[src/rtl/flush_ctrl_if.sv]
// Flush-controller bundle: WB flush causes, fetch handshake events, and
// the redirect/flush outputs back to the front end.
interface flush_ctrl_if #(
  parameter int OSTD_W = 2
);
  logic              wb_ex;
  logic              ertn_flush;
  logic              wb_refetch_flush;
  logic [31:0]       wb_flush_entry;
  logic              inst_req_fire;
  logic              inst_resp_fire;
  logic              redirect_ready;
  logic              flush_pipe;
  logic              inst_req_block;
  logic              discard_resp;
  logic              redirect_valid;
  logic [31:0]       redirect_pc;
  logic [1:0]        flush_cause;
  logic [OSTD_W-1:0] ostd_cnt;
  logic              ostd_ovf;

  modport slave (
    input  wb_ex, ertn_flush, wb_refetch_flush, wb_flush_entry,
           inst_req_fire, inst_resp_fire, redirect_ready,
    output flush_pipe, inst_req_block, discard_resp, redirect_valid,
           redirect_pc, flush_cause, ostd_cnt, ostd_ovf
  );

  modport master (
    output wb_ex, ertn_flush, wb_refetch_flush, wb_flush_entry,
           inst_req_fire, inst_resp_fire, redirect_ready,
    input  flush_pipe, inst_req_block, discard_resp, redirect_valid,
           redirect_pc, flush_cause, ostd_cnt, ostd_ovf
  );
endinterface

[src/rtl/flush_ctrl.sv]
// Pipeline flush controller: clears the pipe, drains in-flight fetches,
// then hands the flush target to pre-IF as a redirect.
module flush_ctrl #(
  parameter int OSTD_W = 2
) (
  input  logic         clk,
  input  logic         resetn,
  flush_ctrl_if.slave  bus
);
  typedef enum logic [1:0] {IDLE, DRAIN, REDIRECT} state_t;

  localparam logic [OSTD_W-1:0] OSTD_MAX = '1;
  localparam logic [OSTD_W-1:0] ONE      = OSTD_W'(1);

  state_t            state;
  logic [OSTD_W-1:0] ostd_cnt, ostd_next, drain_cnt;
  logic              ostd_ovf, ovf_evt;
  logic [31:0]       target;
  logic [1:0]        cause, cause_in;
  logic              flush_req, inc, dec;

  assign flush_req = bus.wb_ex | bus.ertn_flush | bus.wb_refetch_flush;
  assign inc       = bus.inst_req_fire & ~bus.inst_resp_fire;
  assign dec       = bus.inst_resp_fire & ~bus.inst_req_fire;

  always_comb begin
    cause_in = 2'b00;
    if (bus.wb_ex)                 cause_in = 2'b01;
    else if (bus.ertn_flush)       cause_in = 2'b10;
    else if (bus.wb_refetch_flush) cause_in = 2'b11;
  end

  // Saturating counter; a fetch issued while blocked is still counted but flagged.
  always_comb begin
    ostd_next = ostd_cnt;
    ovf_evt   = bus.inst_req_fire & (state != IDLE);
    if (inc) begin
      if (ostd_cnt == OSTD_MAX) ovf_evt   = 1'b1;
      else                      ostd_next = ostd_cnt + ONE;
    end else if (dec) begin
      if (ostd_cnt == '0)       ovf_evt   = 1'b1;
      else                      ostd_next = ostd_cnt - ONE;
    end
  end

  always_ff @(posedge clk or negedge resetn) begin
    if (!resetn) begin
      ostd_cnt <= '0;
      ostd_ovf <= 1'b0;
    end else begin
      ostd_cnt <= ostd_next;
      if (ovf_evt) ostd_ovf <= 1'b1;
    end
  end

  always_ff @(posedge clk or negedge resetn) begin
    if (!resetn) begin
      state     <= IDLE;
      drain_cnt <= '0;
      target    <= '0;
      cause     <= 2'b00;
    end else if (flush_req) begin
      target    <= bus.wb_flush_entry;
      cause     <= cause_in;
      drain_cnt <= ostd_next;
      // A reflush during REDIRECT only retargets; fetches are already blocked.
      if (state != REDIRECT)
        state <= (ostd_next != '0) ? DRAIN : REDIRECT;
    end else begin
      case (state)
        DRAIN: begin
          if (bus.inst_resp_fire) begin
            if (drain_cnt <= ONE) begin
              state     <= REDIRECT;
              drain_cnt <= '0;
            end else begin
              drain_cnt <= drain_cnt - ONE;
            end
          end
        end
        REDIRECT: begin
          if (bus.redirect_ready) begin
            state <= IDLE;
            cause <= 2'b00;
          end
        end
        IDLE:    ;
        default: state <= IDLE;
      endcase
    end
  end

  // Combinational outputs are gated by resetn so they drop during reset.
  assign bus.flush_pipe     = resetn & flush_req;
  assign bus.discard_resp   = resetn & bus.inst_resp_fire & (flush_req | (state == DRAIN));
  assign bus.inst_req_block = (state != IDLE);
  assign bus.redirect_valid = resetn & (state == REDIRECT) & ~flush_req;
  assign bus.redirect_pc    = target;
  assign bus.flush_cause    = cause;
  assign bus.ostd_cnt       = ostd_cnt;
  assign bus.ostd_ovf       = ostd_ovf;
endmodule

[src/flat_wrapper.sv]
// flat-port wrapper written by rule: the top's interface ports become plain ports
module flush_ctrl_flat 
#(
  parameter int OSTD_W = 2
)
  (clk, resetn, bus_wb_ex, bus_ertn_flush, bus_wb_refetch_flush, bus_wb_flush_entry, bus_inst_req_fire, bus_inst_resp_fire, bus_redirect_ready, bus_flush_pipe, bus_inst_req_block, bus_discard_resp, bus_redirect_valid, bus_redirect_pc, bus_flush_cause, bus_ostd_cnt, bus_ostd_ovf);
  flush_ctrl_if #(.OSTD_W(OSTD_W)) bus_i ();
  input  logic clk;
  input  logic resetn;
  input wire logic [$bits(bus_i.wb_ex)-1:0] bus_wb_ex;
  input wire logic [$bits(bus_i.ertn_flush)-1:0] bus_ertn_flush;
  input wire logic [$bits(bus_i.wb_refetch_flush)-1:0] bus_wb_refetch_flush;
  input wire logic [$bits(bus_i.wb_flush_entry)-1:0] bus_wb_flush_entry;
  input wire logic [$bits(bus_i.inst_req_fire)-1:0] bus_inst_req_fire;
  input wire logic [$bits(bus_i.inst_resp_fire)-1:0] bus_inst_resp_fire;
  input wire logic [$bits(bus_i.redirect_ready)-1:0] bus_redirect_ready;
  output wire logic [$bits(bus_i.flush_pipe)-1:0] bus_flush_pipe;
  output wire logic [$bits(bus_i.inst_req_block)-1:0] bus_inst_req_block;
  output wire logic [$bits(bus_i.discard_resp)-1:0] bus_discard_resp;
  output wire logic [$bits(bus_i.redirect_valid)-1:0] bus_redirect_valid;
  output wire logic [$bits(bus_i.redirect_pc)-1:0] bus_redirect_pc;
  output wire logic [$bits(bus_i.flush_cause)-1:0] bus_flush_cause;
  output wire logic [$bits(bus_i.ostd_cnt)-1:0] bus_ostd_cnt;
  output wire logic [$bits(bus_i.ostd_ovf)-1:0] bus_ostd_ovf;
  assign bus_i.wb_ex = bus_wb_ex;
  assign bus_i.ertn_flush = bus_ertn_flush;
  assign bus_i.wb_refetch_flush = bus_wb_refetch_flush;
  assign bus_i.wb_flush_entry = bus_wb_flush_entry;
  assign bus_i.inst_req_fire = bus_inst_req_fire;
  assign bus_i.inst_resp_fire = bus_inst_resp_fire;
  assign bus_i.redirect_ready = bus_redirect_ready;
  assign bus_flush_pipe = bus_i.flush_pipe;
  assign bus_inst_req_block = bus_i.inst_req_block;
  assign bus_discard_resp = bus_i.discard_resp;
  assign bus_redirect_valid = bus_i.redirect_valid;
  assign bus_redirect_pc = bus_i.redirect_pc;
  assign bus_flush_cause = bus_i.flush_cause;
  assign bus_ostd_cnt = bus_i.ostd_cnt;
  assign bus_ostd_ovf = bus_i.ostd_ovf;
  flush_ctrl #(.OSTD_W(OSTD_W)) u_core (.clk(clk), .resetn(resetn), .bus(bus_i));
endmodule
[config.mk]
export PLATFORM = sky130hd
export DESIGN_NAME = flush_ctrl_flat
export DESIGN_NICKNAME = d
export VERILOG_FILES = /design/src/rtl/flush_ctrl_if.sv /design/src/rtl/flush_ctrl.sv /design/src/flat_wrapper.sv
export SDC_FILE = /design/constraint.sdc
export NUM_CORES = 1
export LEC_CHECK = 0
export ABC_AREA = 1
export ABC_CLOCK_PERIOD_IN_PS = 1400
export BUFFER_PORTS_ARGS = -buffer_cell sky130_fd_sc_hd__buf_4
export CAP_MARGIN = 20
export CORE_ASPECT_RATIO = 2
export CORE_MARGIN = 2
export CORE_UTILIZATION = 48
export CTS_BUF_LIST = sky130_fd_sc_hd__clkbuf_8
export CTS_CLUSTER_DIAMETER = 30
export DETAILED_ROUTE_END_ITERATION = 12
export PLACE_DENSITY = 0.82
export SYNTH_ARGS = -nofsm -noshare
export SYNTH_HDL_FRONTEND = slang
export SYNTH_SLANG_ARGS = --single-unit
[constraint.sdc]
create_clock -name clk -period 1.4 [get_ports clk]
set_clock_uncertainty 0.1 [all_clocks]
set_input_delay 0.28 -clock clk [delete_from_list [all_inputs] [get_ports clk]]
set_output_delay 0.28 -clock clk [all_outputs]
set_load 0.05 [all_outputs]
* Word-level counts from Yosys, hierarchy flattened *
Index checks and enable logic that the tools add are counted.

operators by class
  mux-type cells = 24
  add/subtract/negate cells = 3
  eq/ne operators = 9
  reduce and logical (&&, ||, !) cells = 11
  magnitude comparators = 1
  bitwise gates (word level) = 14

operators with widths
  kind                                                                   count
  2-bit two-way mux                                                      19
  2-bit nonzero test                                                     6
  1-bit AND                                                              8
  3-bit by 2-bit != test with 1-bit output, second input constant        2
  2-bit case mux with 3 select lines                                     1
  5-bit AND reduction                                                    1
  2-bit equality test, second input constant                             2
  2-bit logical NOT                                                      2
  1-bit two-way mux                                                      4
  2-bit != test, second input constant                                   2
  2-bit AND reduction                                                    2
  2-bit by 1-bit subtractor with 2-bit output, second input constant     2
  3-bit by 1-bit != test with 1-bit output, second input constant        1
  1-bit NOT                                                              3
  1-bit OR                                                               3
  2-bit by 1-bit adder with 2-bit output, second input constant          1
  2-bit by 1-bit equality test with 1-bit output, second input constant  1
  2-bit by 1-bit <= comparator with 1-bit output, second input constant  1
  2-bit by 1-bit != test with 1-bit output, second input constant        1

storage, ports and cells
  bits in registers = 41
  output and inout bits = 41
  word-level logic and storage cells = 68

* Depth between registers and ports, before layout *
  word-level depth = 8
  depth in mapped cells = 8
  gate-level depth less buffers = 8

* Least setup slack after synthesis *
OpenSTA, ideal clock, no wires.

  path type = input to output
  start point = input bus_ertn_flush
  end point = output bus_redirect_valid
  required time = 1020 ps
  path buffers = 1
  arrival time = 2070 ps
  setup slack = -1050 ps
  stages = 4
  cells stage by stage = nor2_4 -> nand2_2 -> buf_6 -> nor4_1

between the ends
  longest elaborated chain between the ends = 4

RTL lines
  what                    line                text
  start, declared         flat_wrapper.sv:11  input wire logic [$bits(bus_i.ertn_flush)-1:0] bus_ertn_flush;
  1-bit OR (2 in series)  flush_ctrl.sv:22    assign flush_req = bus.wb_ex | bus.ertn_flush | bus.wb_refetch_flush;
  1-bit NOT               flush_ctrl.sv:97    assign bus.redirect_valid = resetn & (state == REDIRECT) & ~flush_req;
  1-bit AND               flush_ctrl.sv:97
  end, declared           flat_wrapper.sv:20  output wire logic [$bits(bus_i.redirect_valid)-1:0] bus_redirect_valid;

No other way between the ends.

* Worst setup path in the final report *
  start point = register u_core.state[0]
  end point = output bus_inst_req_block

between the ends
  longest elaborated chain between the ends = 1

RTL lines
  what                    line                text
  start, declared         flush_ctrl.sv:15    state_t state;
  start signal, assigned  flush_ctrl.sv:68    state <= (ostd_next != '0) ? DRAIN : REDIRECT;
  2-bit nonzero test      flush_ctrl.sv:96    assign bus.inst_req_block = (state != IDLE);
  end, declared           flat_wrapper.sv:18  output wire logic [$bits(bus_i.inst_req_block)-1:0] bus_inst_req_block;

No other way between the ends.

==> flow_metrics.env <==
export IMPL_grt_pass1_wl_um=6870
export IMPL_synthToLayoutAreaGrowth_pct=51.2
export IMPL_first_global_vias=1564
export IMPL_ant_nets=0
export IMPL_tns_ns=-0.541
export IMPL_drt_wirelength_per_cell_um=12.2
export IMPL_placed_cells=337
export IMPL_cts_buffers=5
export IMPL_max_slew_margin_pct=66.2
export IMPL_outcome="finished with violations"
export IMPL_setup_slack_ns=-0.192
export IMPL_grt_max_degree=42
export IMPL_cts_tree="done"
export IMPL_syn_inst=206
export IMPL_antenna_found_initial=0
export IMPL_rows=30
export IMPL_post_route_period_util_pct=114
export IMPL_num_nets_final=339
export IMPL_hold_viol=0
export IMPL_period_minus_slack_ns=1.59
export IMPL_initial_core_util_pct=50.5
export IMPL_syn_area_um2=1730
export IMPL_clk_path_buf_depth=2
export IMPL_gp_congestion=0.903
export IMPL_grt_overflow_total=0
export IMPL_worstPathArrival_ns=1.21
export IMPL_root_buffer="clkbuf_8"
export IMPL_die_w_um=46.4
export IMPL_port_buffers=80
export IMPL_clock_fmax_mhz=628
export IMPL_ios=81
export IMPL_route_detailed_drc=0
export IMPL_firstDrtPassIters=4
export IMPL_dr_first_iter_drc_count=34
export IMPL_htreeDepth=2
export IMPL_drt_total_wl_um=4250
export IMPL_r2r_slack_ns=0.18
export IMPL_synth_seq_cells=41
export IMPL_instances_no_fill=348
export IMPL_worstMarginPinSlew_ns=0.507
export IMPL_rsz0062_at_grt="yes"
export IMPL_place_hpwl_um=3180
export IMPL_grt_usage_pct=23.2
export IMPL_hold_path_class="in -> reg"
export IMPL_yosysSeqAreaShare_pct=59.4
export IMPL_combPwrFrac_pct=26.6
export IMPL_num_antenna_cells=0
export IMPL_powerDensity_nw_per_um2=1210
export IMPL_cts_sinks=41
export IMPL_routed_via_count=1639
export IMPL_dieArea_um2=4120
export IMPL_end_kind="primary output"
export IMPL_setup_viol=3
export IMPL_path_clk_slew_ns=0.08
export IMPL_drv_cap=0
export IMPL_p_sw_w=0.00105
export IMPL_synth_area_per_cell_um2=8.38
export IMPL_clkPwrFrac_pct=30.4
export IMPL_fp_dieH_um=88.8
export IMPL_pwr_share_seq_pct=43.0
export IMPL_crit_required_ns=1.02
export IMPL_ir_worst_vdd_mv=0.948
export IMPL_leakagePower_nw=1.44
export IMPL_ys_warn_count=0
export IMPL_failed_checks="setup timing"
export IMPL_criticalPathCategory="reg -> out"
export IMPL_fin_hold_ws_ns=0.0446
export IMPL_crit_fanout=4
export IMPL_syn_nets=246
export IMPL_synth_cell_types=21
export IMPL_slew_violations=0
export IMPL_worstSetupStartpointType="flop"
export IMPL_internal_power_w=0.00210
export IMPL_core_area_um2=3420
export IMPL_vias_per_cell=4.71
export IMPL_clk_latency_ns=0.29
export IMPL_drive_gt1_share_pct=38.3
export IMPL_switching_share_pct=33.4
[registers in the layout, summed over array words and instances, names as in the netlist]
name	flops
u_core.bus.redirect_pc	32
u_core.bus.flush_cause	2
u_core.bus.ostd_cnt	2
u_core.drain_cnt	2
u_core.state	2
u_core.bus.ostd_ovf	1
[power groups by stage]
stage                     combinational (W)  clock, W  sequential [W]
after floorplan                    0.000214         0         0.00166
after global placement             0.000817         0         0.00137
after detailed placement           0.000828         0         0.00138
after CTS                          0.000843  0.000979         0.00136
after global routing               0.000897   0.00104         0.00137
final                              0.000840  0.000960         0.00136
[path summary, 6_finish.rpt]
kind / to / depth (start not counted) / startpoint
min in group asynchronous: u_core.bus.flush_cause[0] / 3 / resetn
worst min-delay path: u_core.bus.flush_cause[1] / 2 / bus_wb_ex
worst max-delay path: bus_inst_req_block / 3 / u_core.state[0]
worst max register to register: u_core.state[0] / 5 / u_core.state[0]
worst min register to register: u_core.bus.redirect_pc[8] / 2 / u_core.bus.redirect_pc[8]
max in group asynchronous: u_core.state[0] / 3 / resetn
[metrics by stage]
step	area [um2]	total power [W]	utilization (%)	setup WS, ns
2_1_floorplan	1750	0.00188	-	-0.133
3_3_place_gp	2440	0.00219	71.5	-0.0418
3_5_place_dp	2440	0.00220	71.5	-0.0555
4_1_cts	2590	0.00318	76.0	-0.179
5_1_grt	2610	0.00330	76.4	-0.265
6_report	2610	0.00316	76.4	-0.192
[placed cells by master, fill, tap and decap left out]
master | synthesis | layout
nand2_1 | 114 | 113
buf_4 | 0 | 89
dfrtp_1 | 41 | 40
inv_1 | 9 | 7
nand3_1 | 6 | 5
nor2_1 | 6 | 5
a21oi_1 | 5 | 5
clkbuf_8 | 0 | 5
inv_2 | 1 | 3
o21ai_0 | 3 | 3
o211ai_1 | 3 | 3
nor2_4 | 1 | 2
nand2_2 | 2 | 2
buf_6 | 1 | 2
nor2_2 | 1 | 1
and2_1 | 1 | 1
nand2_4 | 0 | 1
inv_4 | 1 | 1
nand3_2 | 0 | 1
nor4_4 | 0 | 1
o21ai_1 | 1 | 1
a31oi_1 | 1 | 1
nor3_2 | 1 | 1
a21oi_2 | 1 | 1
clkinv_2 | 0 | 1
inv_6 | 0 | 1
bufinv_16 | 0 | 1
dlygate4sd3_1 | 0 | 1
buf_8 | 0 | 1
dfrtp_2 | 0 | 1
[repair_timing]
item                       in CTS  in global routing
resized for setup              10                  0
buffers inserted                0                  2
gates cloned                    0                  0
hold buffers                    1                  0
pin swaps                       2                  2
setup endpoints to repair       4                  4
hold endpoints to repair       41                  0
[Yosys cell counts (all sizes together)]
| cell type | count | share of area, % |
|---|---|---|
| nor4 | 1 | 0.36 |
| inv | 11 | 2.5 |
| a21oi | 6 | 2.0 |
| buf | 7 | 2.4 |
| nand2 | 116 | 26 |
| o21ai | 4 | 1.2 |
| dfrtp | 41 | 59 |
| o211ai | 3 | 1.3 |
| nand3 | 6 | 1.7 |
| nor2 | 8 | 2.3 |
| nor3 | 1 | 0.58 |
| a31oi | 1 | 0.36 |
| and2 | 1 | 0.36 |
[area by class of cell]
cell class	instances	area (um2)
Sequential cell	41	1030
Timing Repair Buffer	93	716
Multi-Input combinational cell	147	651
Clock inverter	3	43.8
Tap cell	48	60.1
Inverter	11	43.8
Fill cell	257	806
Clock buffer	5	68.8
[per-layer routing]
| layer | GRT usage, % | vias up | wire length [um] |
|---|---|---|---|
| met1 | 24.4 | 767 | 1500 |
| met5 | 0 | - | 0 |
| met4 | 10.9 | 0 | 57 |
| li1 | - | 820 | - |
| met2 | 41.7 | 47 | 2530 |
| met3 | 4.29 | 5 | 161 |
[kinds of logic (layout without fill, tap and decap cells)]
logic type / Yosys count / count (layout) / share of synthesized area [%]
AOI/OAI and AO/OA: 14 / 14 / 4.78
buffers and inverters: 18 / 112 / 4.93
DFF: 41 / 41 / 59.4
and+or+nand+nor: 133 / 133 / 30.9
[worst max-delay path: stages, from the launching register on]
cell,delay [ns]
dfrtp_2,0.45
nor2_1,0.22
inv_1,0.07
buf_4,0.19
(Power assumes the default switching activity.)
